<file path="config.mk">
export PLATFORM = sky130hd
export DESIGN_NAME = inst_prefetch_queue
export DESIGN_NICKNAME = d
export VERILOG_FILES = /design/src/rtl/inst_prefetch_queue_pkg.sv /design/src/rtl/prefetch_fifo_mem.sv /design/src/rtl/inst_prefetch_queue.sv
export SDC_FILE = /design/constraint.sdc
export NUM_CORES = 1
export LEC_CHECK = 0
export CAP_MARGIN = 20
export CORE_ASPECT_RATIO = 1.4
export CORE_MARGIN = 3
export CORE_UTILIZATION = 50
export DETAILED_ROUTE_END_ITERATION = 8
export PLACE_DENSITY = 0.74
export SETUP_SLACK_MARGIN = 0.3
export SYNTH_ARGS = -nofsm -noshare
export SYNTH_HDL_FRONTEND = slang
export SYNTH_SLANG_ARGS = --single-unit
export TNS_END_PERCENT = 10
</file>
<file path="constraint.sdc">
create_clock -name clk -period 8.4 [get_ports clk]
set_input_delay 0.84 -clock clk [delete_from_list [all_inputs] [get_ports clk]]
set_output_delay 0.84 -clock clk [all_outputs]
set_load 0.02 [all_outputs]
</file>
<file path="src/rtl/inst_prefetch_queue_pkg.sv">
// Shared constants for the instruction prefetch queue.
package inst_prefetch_queue_pkg;
  localparam int          DataSize     = 32;
  localparam logic [31:0] DataBusReset = 32'h0000_0000;
  localparam logic [31:0] NOP_INST     = 32'h0000_0013;
  localparam int          PC_INC       = 4;

  function automatic logic [31:0] sat_inc(input logic [31:0] v);
    return (v == 32'hFFFF_FFFF) ? v : v + 32'd1;
  endfunction
endpackage

</file>
<file path="src/rtl/prefetch_fifo_mem.sv">
// Register-array FIFO holding {pc, inst} pairs; flush clears pointers and count.
module prefetch_fifo_mem #(
  parameter  int DEPTH = 4,
  parameter  int W     = 64,
  localparam int AW    = $clog2(DEPTH),
  localparam int CW    = AW + 1
) (
  input  logic          clk,
  input  logic          reset,
  input  logic          push,
  input  logic          pop,
  input  logic          flush,
  input  logic [W-1:0]  wdata,
  output logic [W-1:0]  rdata,
  output logic [CW-1:0] count,
  output logic          full,
  output logic          empty
);
  logic [W-1:0]  mem [DEPTH];
  logic [AW-1:0] rd_ptr, wr_ptr;

  always_ff @(posedge clk or posedge reset) begin
    if (reset) begin
      rd_ptr <= '0;
      wr_ptr <= '0;
      count  <= '0;
    end else if (flush) begin
      rd_ptr <= '0;
      wr_ptr <= '0;
      count  <= '0;
    end else begin
      // DEPTH is a power of two, so pointer overflow is the modulo wrap
      if (push) wr_ptr <= wr_ptr + AW'(1);
      if (pop)  rd_ptr <= rd_ptr + AW'(1);
      case ({push, pop})
        2'b10:   count <= count + CW'(1);
        2'b01:   count <= count - CW'(1);
        default: count <= count;
      endcase
    end
  end

  always_ff @(posedge clk) begin
    if (push && !flush) mem[wr_ptr] <= wdata;
  end

  assign rdata = mem[rd_ptr];
  assign full  = (count == CW'(DEPTH));
  assign empty = (count == '0);
endmodule

</file>
<file path="src/rtl/inst_prefetch_queue.sv">
// Fetch PC owner and prefetch buffer in front of IF_ID.
// Optional PREFETCH_STATS_EN adds saturating event counters.
module inst_prefetch_queue
  import inst_prefetch_queue_pkg::*;
#(
  parameter  int                DEPTH    = 4,
  parameter  int                DATA_W   = DataSize,
  parameter  logic [DATA_W-1:0] RESET_PC = DATA_W'(DataBusReset),
  localparam int                CW       = $clog2(DEPTH) + 1
) (
  input  logic              clk,
  input  logic              reset,
  output logic [DATA_W-1:0] romAddr,
  input  logic [DATA_W-1:0] romInst,
  input  logic              redirect,
  input  logic [DATA_W-1:0] redirectAddr,
  input  logic              locker,
  output logic              instValid,
  output logic [DATA_W-1:0] instOut,
  output logic [DATA_W-1:0] pcOut,
  output logic [CW-1:0]     count,
  output logic              full,
  output logic              empty
`ifdef PREFETCH_STATS_EN
  ,
  output logic [31:0]       statFetch,
  output logic [31:0]       statFlush,
  output logic [31:0]       statStall,
  output logic [31:0]       statEmpty
`endif
);
  logic [DATA_W-1:0]   fetch_pc;
  logic [2*DATA_W-1:0] head;
  logic                push, pop;
  logic                unused_addr_bits;

  assign unused_addr_bits = ^redirectAddr[1:0];

  // redirect overrides both sides; a full queue still refills behind a pop
  assign pop  = instValid & ~locker & ~redirect;
  assign push = ~redirect & (~full | pop);

  always_ff @(posedge clk or posedge reset) begin
    if (reset)         fetch_pc <= RESET_PC;
    else if (redirect) fetch_pc <= {redirectAddr[DATA_W-1:2], 2'b00};
    else if (push)     fetch_pc <= fetch_pc + DATA_W'(PC_INC);
  end

  assign romAddr = fetch_pc;

  prefetch_fifo_mem #(.DEPTH(DEPTH), .W(2*DATA_W)) u_fifo (
    .clk   (clk),
    .reset (reset),
    .push  (push),
    .pop   (pop),
    .flush (redirect),
    .wdata ({fetch_pc, romInst}),
    .rdata (head),
    .count (count),
    .full  (full),
    .empty (empty)
  );

  assign instValid = ~empty;
  assign instOut   = empty ? DATA_W'(NOP_INST) : head[DATA_W-1:0];
  assign pcOut     = empty ? '0 : head[2*DATA_W-1:DATA_W];

`ifdef PREFETCH_STATS_EN
  always_ff @(posedge clk or posedge reset) begin
    if (reset) begin
      statFetch <= '0;
      statFlush <= '0;
      statStall <= '0;
      statEmpty <= '0;
    end else begin
      if (push)               statFetch <= sat_inc(statFetch);
      if (redirect)           statFlush <= sat_inc(statFlush);
      if (instValid & locker) statStall <= sat_inc(statStall);
      if (empty & ~redirect)  statEmpty <= sat_inc(statEmpty);
    end
  end
`endif
endmodule

</file>
==> key figures, run 1 <==
Routing
  – Via Count: 6561
  – Wl on met1: 9306 um
  – DR pass1 iterations: 5
  – Met2 WL: roughly 13000 um
  – WL met3: 1575 um
  – Via/cell ratio: 5.755
  – Iteration-0 DRC Markers: 343
  – Drt total wl: approximately 24000 um
  – DRC: 0
  – Final antenna-violating net count: 0
  – WL/cell: 21.19 um
  – Top layer in use: met4

Die
  – Initial core utilization: approximately half
  – Core footprint: 22690 um^2
  – Die Span Y: 186.3 um
  – # IOs: 170
  – Num rows: 65
  – Die ar.: 25120 um^2
  – Die width: 134.8 um

Clocking
  – Resize count post-CTS: 0
  – Clock Latency Late Sink: 520 ps
  – Longest Clk Path Bufs: 3
  – CTS tree: yes
  – TritonCTS Sinks: 285
  – Post-CTS setup buffer count: 0
  – H-Tree Depth: 1
  – CTS Root Cell: clkbuf_16
  – Clock-pin slew on the worst setup and hold paths: 60 ps
  – Hold-fix buffers, CTS: 0
  – CTS buffer count: 26

Synthesis
  – Synth cell count leaders: edfxtp_1 (248), and2_1 (67), mux4_2 (62)
  – Synthesized flop and latch total: between 200 and 300
  – Count leader, synth: edfxtp_1
  – Ys Warns: 0
  – Synth top area share: 64.13%
  – Fraction of registers with async set/reset: between 10% and 20%
  – Synth Area in XOR/XNOR: less than 1%
  – Leading area contributor after synthesis: edfxtp_1
  – Largest family of logic cells by synthesized area: multiplexers
  – Synth Area in Adders: less than 1%
  – Post-synthesis compound-gate area fraction: 3.146%
  – Top_reg_cell synth: edfxtp_1
  – Post-synthesis cell area: 11610 um^2
  – Number of synthesized flops with an enable pin: 248
  – Synth area leaders: edfxtp_1 (64%), mux4_2 (12%), dfrtp_1 (8.0%)
  – Post-Synthesis Cells: 658
  – Mux share of post-synthesis cell area: 12.20%
  – Syn avg cell area: 17.65 um^2
  – Register area share after synthesis: 72.10%
  – Distinct cells, synth: 41
  – Simple-Gate Fraction of Synth Area: 9.169%

Global route
  – Vias in the first global route: 7050
  – Global-route wire length before repair: between 30000 and 40000 um
  – GRT Residual Overflow: 0
  – Initial antenna violation count: 0
  – Pin count of the biggest net entering global routing: 63
  – Gr usage total: 19.43%

Worst setup path
  – Worst path depth: 4
  – CP top delay family: buffers and inverters
  – Setup crit end kind: output pin
  – Worst Path Max Fanout: 36
  – Setup CP Type: flip-flop to output pin
  – Worst-case reg-to-reg path depth: 4
  – Arr. time, crit path: 3410 ps
  – WP data required: 7560 ps
  – Worst Path Buf+Inv: 2
  – Cell chain of the critical path: buf_4 > mux4_2 > and2_1 > clkdlybuf4s50_1
  – Slowest stage delay, CP: around 870 ps
  – Crit-path slowest cell: dfrtp_4
  – Critical Path Source Type: flip-flop

Placed design
  – Placed Cells: 1092
  – Gpl congestion: 0.9195
  – Detail Placement HPWL: 14690 um
  – Pre-CTS WS: 4581 ps
  – PortBufs: around 160

Cells and area
  – P&R area growth vs syn: 23.78%
  – ANT cells: 0
  – Number of fill cells: 1550
  – Layout cell share with drive strength beyond 1: 13.83%
  – Layout Cells excl Fill: 1140
  – Final nets: about 890

Pwr
  – Static Leak: 4.708 nW
  – Pwr Total: 4.100 mW
  – VDD IR-drop max: about 170 uV
  – Pwr dens: 285.2 nW/um^2

Timing
  – Worst Tran Pin Value: 972.1 ps
  – RSZ-0062 raised after global routing: false
  – Final hold viol count: 0
  – WHS: 590.1 ps
  – Fin Setup TNS: 0 ps
  – Rel. slew slack: 34.80%
  – Max Clk Rate: roughly 0.24 GHz
  – Fin. max-slew vios: 0
  – Setup-failing EPs final: 0
  – Worst clock skew: roughly 10 ps
  – Post-layout min period: 4251 ps
  – Setup ws final: 4149 ps
  – Fin crit share: between 50% and 60%

Min path
  – HP Class: flip-flop to flip-flop
  – Hold path depth: 2

Outcome
  – Status: finished clean

Run
  – Maxcap violations: 0
report_power, final:
group | internal (mW) | switching, mW
clock network | 0.689 | 0.476
logic | 0.573 | 0.573
registers | 1.68 | 0.110
total | 2.94 | 1.16
metal layers:
metal,global-route usage (%),up-vias
li1,-,2922
met2,33.85,272
met5,0,-
met3,3.074,48
met4,6.152,0
met1,25.05,3319
tightest hold or removal path, stage by stage, from the launching register on:
cell and delay, ps:
dfrtp_1 420, nand2_1 80, a21oi_1 50
registers in the layout, summed over array words and instances, names as in the netlist:
name / flops
romAddr: 30
u_fifo.count: 3
u_fifo.rd_ptr: 2
u_fifo.wr_ptr: 2
u_fifo.mem: 248
through the flow:
stage                     util (%)  instance area, um^2
after floorplan                  -                11620
after global placement       59.58                13520
after detailed placement     59.58                13520
after CTS                    63.35                14370
after global routing         63.35                14370
final                        63.35                14370
placed cells by master, fill, tap and decap left out, drive strengths merged, types with 2 or more instances in the layout:
master	count
nand3	12
mux2i	2
nand2b	2
xnor2	3
nor3	3
clkbuf	41
mux4	62
and3	4
a31oi	17
or3	6
edfxtp	248
o211ai	4
bufinv	2
clkdlybuf4s50	163
and2	67
nand4	16
a21oi	2
and4	5
or4	18
nor2	21
xor2	7
buf	6
dfrtp	37
inv	9
conb	4
nand2	26
or2	3
o31ai	12
o21ai	15
clkinv	6
ha	7
worst paths after layout:
check                                       from               end  slack [ps]
max in group asynchronous                  reset  u_fifo.rd_ptr[0]        7280
min in group asynchronous                  reset   u_fifo.count[1]         750
worst min register to register  u_fifo.wr_ptr[1]  u_fifo.wr_ptr[1]         590
worst max register to register        romAddr[6]       romAddr[28]        5920
worst min-delay path            u_fifo.wr_ptr[1]  u_fifo.wr_ptr[1]         590
worst max-delay path            u_fifo.rd_ptr[0]         pcOut[27]        4150
cells by family after synthesis:
kind of cell / after synthesis
multiplexers: 64
adder cells (fa/ha/maj): 7
XOR/XNOR: 10
other: 1
flip-flops: 285
buffers and inverters: 49
AO/OA/AOI/OAI: 56
AND/OR/NAND/NOR: 186
area by class of cell:
type	instances	area, um^2	area share [%]
inverter	10	37.54	0.2611
timing repair buffer	169	1677	11.66
tap	301	376.6	2.620
clock buffer	41	768.2	5.345
clock inverter	7	87.58	0.6093
sequential	285	8378	58.29
multi-input combinational	327	3049	21.21
Note: power is estimated with default switching activity, not from simulation.
==> run 2, diff against run 1 <==
CORE_UTILIZATION = 49   (was 50)
PLACE_DENSITY = 0.76   (was 0.74)
clock period = 3.7 ns   (was 8.4 ns; I/O delays follow)
==> run 2 against run 1 <==
- sequential power up 120%
- sequential share of layout area fell by 0.62 points
- total power increased by 130%
- clock power is 120% higher
- combinational power up 140%
- highest routed layer unchanged
- critical path type unchanged
==> key figures, run 2 (synthesized netlist as in run 1, its figures left out) <==
Outcome
  – Status: finished clean

Placed design
  – Placed cell area: approximately 14000 um^2
  – Detail Placement HPWL: 15250 um
  – Gpl congestion: 0.8146
  – PortBufs: 163
  – Pre-CTS WS: ~800 ps

Worst setup path
  – Worst-case reg-to-reg path depth: 4
  – Cell chain of the critical path: buf_4 > mux4_2 > or2_2 > clkdlybuf4s50_1
  – Arr. time, crit path: 2850 ps
  – Worst path depth: 4
  – Worst R2R Start: romAddr[6]
  – Setup CP Type: flip-flop to output pin
  – CP startpoint: u_fifo.rd_ptr[0]
  – CP Capture Point: instOut[1]
  – Critical Path Source Type: flip-flop
  – CP top delay family: buffers and inverters
  – Worst Path Max Fanout: 15
  – Crit-path slowest cell: dfrtp_4
  – Slowest stage delay, CP: roughly 650 ps
  – WP data required: 3330 ps
  – Worst Path Buf+Inv: 2
  – Reg2Reg Capture Point: romAddr[30]
  – Setup crit end kind: output pin
  – R2r setup slk: 1280 ps

Timing
  – Worst Tran Pin Value: 624.2 ps
  – Post-layout min period: 3216 ps
  – Fin crit share: 86.91%
  – Final hold viol count: 0
  – Fin. max-slew vios: 0
  – Setup-failing EPs final: 0
  – RSZ-0062 raised after global routing: false
  – Rel. slew slack: between 50% and 60%
  – Fin Setup TNS: 0 ps
  – Setup ws final: about 480 ps
  – WHS: 205.5 ps
  – Max Clk Rate: 0.3110 GHz
  – Worst clock skew: between 6 and 7 ps

Routing
  – Drt total wl: 24210 um
  – Via/cell ratio: 5.631
  – DR pass1 iterations: 5
  – DRC: 0
  – WL/cell: 20.91 um
  – Iteration-0 DRC Markers: 415
  – Via Count: approximately 6500
  – Final antenna-violating net count: 0

Clocking
  – Clock-pin slew on the worst setup and hold paths: 60 ps
  – CTS buffer count: 26
  – H-Tree Depth: 1
  – TritonCTS Sinks: 285
  – Longest Clk Path Bufs: 3
  – Clock Latency Late Sink: between 500 and 600 ps
  – CTS Root Cell: clkbuf_16
  – CTS tree: yes

Global route
  – Vias in the first global route: between 6000 and 7000
  – GRT Residual Overflow: 0
  – Pin count of the biggest net entering global routing: 42
  – Gr usage total: 19.35%
  – Global-route wire length before repair: 38440 um
  – Initial antenna violation count: 0

Pwr
  – Static Leak: 4.777 nW
  – Comb power frac: between 20% and 30%
  – Sw Pwr: about 2.7 mW
  – Seq pwr share: 43.3%
  – Switching share of power: between 20% and 30%
  – Clock network fraction of total power: 27.1%
  – VDD IR-drop max: 395.3 uV
  – Internal power: 6.611 mW
  – Pwr dens: approximately 640 nW/um^2

Min path
  – HP Class: primary input to asynchronous set/reset pin

Cells and area
  – Layout cell share with drive strength beyond 1: 14.79%
  – Final cell utilization of the core: 62.39%
  – P&R area growth vs syn: 25.12%
  – Commonest cells after routing, fill and taps aside: edfxtp_1 (248), clkdlybuf4s50_1 (163), and2_1 (63)
  – Max FFs per register: 248
  – ANT cells: 0
  – Design area: 14530 um^2
  – Final nets: 907
  – Commonest non-fill, non-tap cell in the layout: edfxtp_1
  – Top reg by flops: u_fifo.mem

Run
  – Maxcap violations: 0

Die
  – Die Span Y: 188.2 um
  – Core footprint: 23290 um^2
  – Initial core utilization: 49.87%
  – # IOs: 170
  – Die width: ~140 um
  – Die ar.: 25610 um^2
  – Num rows: 66
[run 2: changes by cell type in the layout (fill, tap and decap cells not counted)]
cell,before,now
buf_16,0,1
clkinv_1,2,7
clkinv_2,3,4
buf_4,6,11
buf_12,0,6
bufinv_16,2,1
clkinvlp_4,0,1
nand2b_2,1,0
nand2b_4,0,1
clkbuf_8,4,1
buf_8,0,1
clkbuf_1,10,8
clkinv_4,1,0
[run 2: layout make-up]
cell class | instances | area [um^2]
clock buffers | 36 | 719.4
clock inverters | 12 | 80.08
fillers | 1693 | 8758
inverters | 10 | 37.54
multi-input cells | 327 | 3054
flip-flops and latches | 285 | 8378
well taps | 306 | 382.9
repair buffers | 182 | 1877
[run 2: per-stage QoR]
stage	total power [mW]	std cells
detailed placement	6.861	1108
CTS	9.398	1157
finish	9.274	1158
global route	9.700	1158
global placement	6.822	1108
floorplan	5.584	661
[run 2: power by group through the flow]
stage	Combinational [mW]	Clock, mW	Sequential [mW]
2_1_floorplan	1.55	0	4.04
3_3_place_gp	2.73	0	4.09
3_5_place_dp	2.75	0	4.11
4_1_cts	2.80	2.57	4.02
5_1_grt	2.94	2.70	4.06
6_report	2.75	2.51	4.02
[run 2: what timing repair did]
item | 4_1_cts | 5_1_grt
endpoints found under the setup margin | 1 | 3
hold buffers | 0 | 0
buffers inserted | 1 | 0
resized for setup | 0 | 1
[run 2: worst min path at each step]
stage	start	end	slack, ps	cells past startpoint
CTS	redirectAddr[4]	romAddr[4]	390	3
detailed placement	u_fifo.wr_ptr[1]	u_fifo.wr_ptr[1]	570	2
floorplan	romInst[0]	u_fifo.mem[0][0]	470	0
global placement	romAddr[31]	u_fifo.mem[2][63]	570	0
finish	reset	romAddr[31]	210	2
global route	reset	romAddr[31]	220	2
[run 2: worst reg2reg max path, stage by stage (launching register included)]
cell and delay (ps):
dfrtp_1 550, and3_1 370, nand4_1 550, or4_1 700
a31oi_1 180
[run 2: metal layers]
metal,GRT usage (%),up-vias,part of all wire (%)
li1,-,2952,-
met1,26.37,3340,41
met2,33.65,206,53
met3,2.630,23,5.1
met4,3.763,0,1.3
met5,0,-,0
==> run 3, diff against run 2 <==
CORE_ASPECT_RATIO = default   (was 1.4)
GPL_ROUTABILITY_DRIVEN = 0   (was default)
==> run 3 against run 2 <==
- sequential power barely moved
- combinational power about the same
- via count up 3.0%
- critical endpoint is now pcOut[19]
- worst hold slack improved by 38 ps
- largest cell class unchanged
- maximum frequency decreased by 3.2%
==> key figures, run 3 (synthesized netlist as in run 1, its figures left out) <==
Timing
  – Fin. max-slew vios: 0
  – RSZ-0062 raised after global routing: true
  – Final hold viol count: 0
  – Fin Setup TNS: 0 ps
  – Rel. slew slack: 55.27%
  – Fin crit share: 89.75%
  – Worst Tran Pin Value: 668.9 ps
  – Setup-failing EPs final: 0
  – Post-layout min period: 3321 ps
  – WHS: 243.7 ps
  – Max Clk Rate: 0.3011 GHz
  – Worst clock skew: roughly 18 ps
  – Setup ws final: 379.1 ps

Routing
  – Drt total wl: 25170 um
  – Via Count: between 6000 and 7000
  – DR pass1 iterations: 5
  – Iteration-0 DRC Markers: 764
  – Via/cell ratio: 5.767
  – DRC: 0
  – WL/cell: about 22 um
  – Final antenna-violating net count: 0

Clocking
  – Clock-pin slew on the worst setup and hold paths: ~70 ps
  – CTS tree: yes
  – TritonCTS Sinks: between 200 and 300
  – H-Tree Depth: 1
  – Clock Latency Late Sink: 540 ps
  – Post-CTS setup buffer count: 0
  – CTS buffer count: 28
  – Hold-fix buffers, CTS: 0
  – Longest Clk Path Bufs: 3
  – CTS Root Cell: clkbuf_16

Global route
  – Gr usage total: around a fifth
  – GRT Residual Overflow: 0
  – Global-route wire length before repair: approximately 40000 um
  – Initial antenna violation count: 0
  – Pin count of the biggest net entering global routing: 41
  – Vias in the first global route: 7088

Pwr
  – VDD IR-drop max: 342.0 uV
  – Comb power frac: 28.4%
  – Static Leak: 4.811 nW
  – Clock network fraction of total power: 29.5%
  – Sw Pwr: ~2.7 mW
  – Seq pwr share: 42.1%
  – Pwr Total: 9.573 mW
  – Internal power: 6.846 mW
  – Pwr dens: 655.8 nW/um^2
  – Switching share of power: 28.48%

Placed design
  – Placed Cells: 1113
  – Placed cell area: between 10000 and 15000 um^2
  – Pre-CTS WS: 803.1 ps
  – PortBufs: 163
  – Detail Placement HPWL: 16030 um

Worst setup path
  – Crit-path slowest cell: dfrtp_4
  – Arr. time, crit path: 2950 ps
  – Cell chain of the critical path: buf_4 > mux4_2 > and2_1 > clkdlybuf4s50_1
  – Setup CP Type: flip-flop to output pin
  – Slowest stage delay, CP: about 730 ps
  – WP data required: about 3300 ps
  – Worst Path Max Fanout: 22
  – Critical Path Source Type: flip-flop
  – CP top delay family: buffers and inverters
  – Setup crit end kind: output pin
  – Worst Path Buf+Inv: 2

Die
  – Die width: 159.9 um
  – Die ar.: 25580 um^2
  – # IOs: 170
  – Num rows: 55
  – Core footprint: about 23000 um^2
  – Initial core utilization: 50.52%
  – Die Span Y: 159.9 um

Cells and area
  – Layout Cells excl Fill: 1165
  – Final nets: roughly 910
  – Top reg by flops: u_fifo.mem
  – ANT cells: 0
  – Layout cell share with drive strength beyond 1: 14.91%
  – Max FFs per register: between 200 and 250
  – Final cell utilization of the core: between 60% and 70%
  – P&R area growth vs syn: 25.71%
  – Commonest cells after routing, fill and taps aside: edfxtp_1 (248), clkdlybuf4s50_1 (163), and2_1 (63)
  – Number of fill cells: 1655
  – Commonest non-fill, non-tap cell in the layout: edfxtp_1
  – Design area: 14600 um^2

Outcome
  – Status: finished clean

Min path
  – HP Class: primary input to asynchronous set/reset pin

Run
  – Maxcap violations: 0
run 3: changes by cell type in the layout (fill, tap and decap cells not counted):
cell / change
buf_16: -1
clkinv_1: +3
buf_8: -1
bufinv_16: +2
clkbuf_8: +2
buf_12: -1
buf_4: -2
clkbuf_1: -4
buf_6: +1
clkbuf_16: +2
clkinvlp_4: -1
run 3: power groups by stage:
stage	sequential [mW]	clock, mW	combinational (mW)
5_1_grt	4.07	3.02	2.91
2_1_floorplan	4.04	0	1.55
3_5_place_dp	4.10	0	2.75
6_report	4.03	2.82	2.72
4_1_cts	4.04	2.87	2.76
3_3_place_gp	4.07	0	2.71
run 3: layout make-up:
class	instances	area, um^2	share of cell area, %
flip-flops and latches	285	8378	57.39
clock inverters	16	143.9	0.9857
multi-input cells	327	3054	20.92
repair buffers	178	1810	12.40
well taps	313	391.6	2.683
clock buffers	36	782.0	5.357
inverters	10	37.54	0.2571
run 3: path summary, 6_finish.rpt:
path | to | slack (ps) | cells past startpoint | start
setup / recovery | pcOut[19] | 380 | 4 | u_fifo.rd_ptr[0]
hold / removal | u_fifo.count[1] | 240 | 3 | reset
setup reg to reg | romAddr[25] | 1210 | 6 | u_fifo.count[0]
hold reg to reg | u_fifo.wr_ptr[1] | 570 | 2 | u_fifo.wr_ptr[1]
max in group asynchronous | u_fifo.rd_ptr[0] | 3080 | 3 | reset
min in group clk | romAddr[2] | 400 | 3 | redirectAddr[2]
run 3: layer usage:
layer  share of wire, %  global-route usage, %
met1                 41                  28.16
met2                 48                  32.08
met3                9.3                  4.488
met4                1.9                  4.536
met5                  0                      0
run 3: tightest hold or removal path, delay by kind of cell:
kind                   cells  cell delay (ps)
buffers and inverters      3              850
run 3: what timing repair did:
action                                  CTS  global route
gates resized for setup                   1             1
hold endpoints to repair                  0             0
endpoints found under the setup margin   39            44
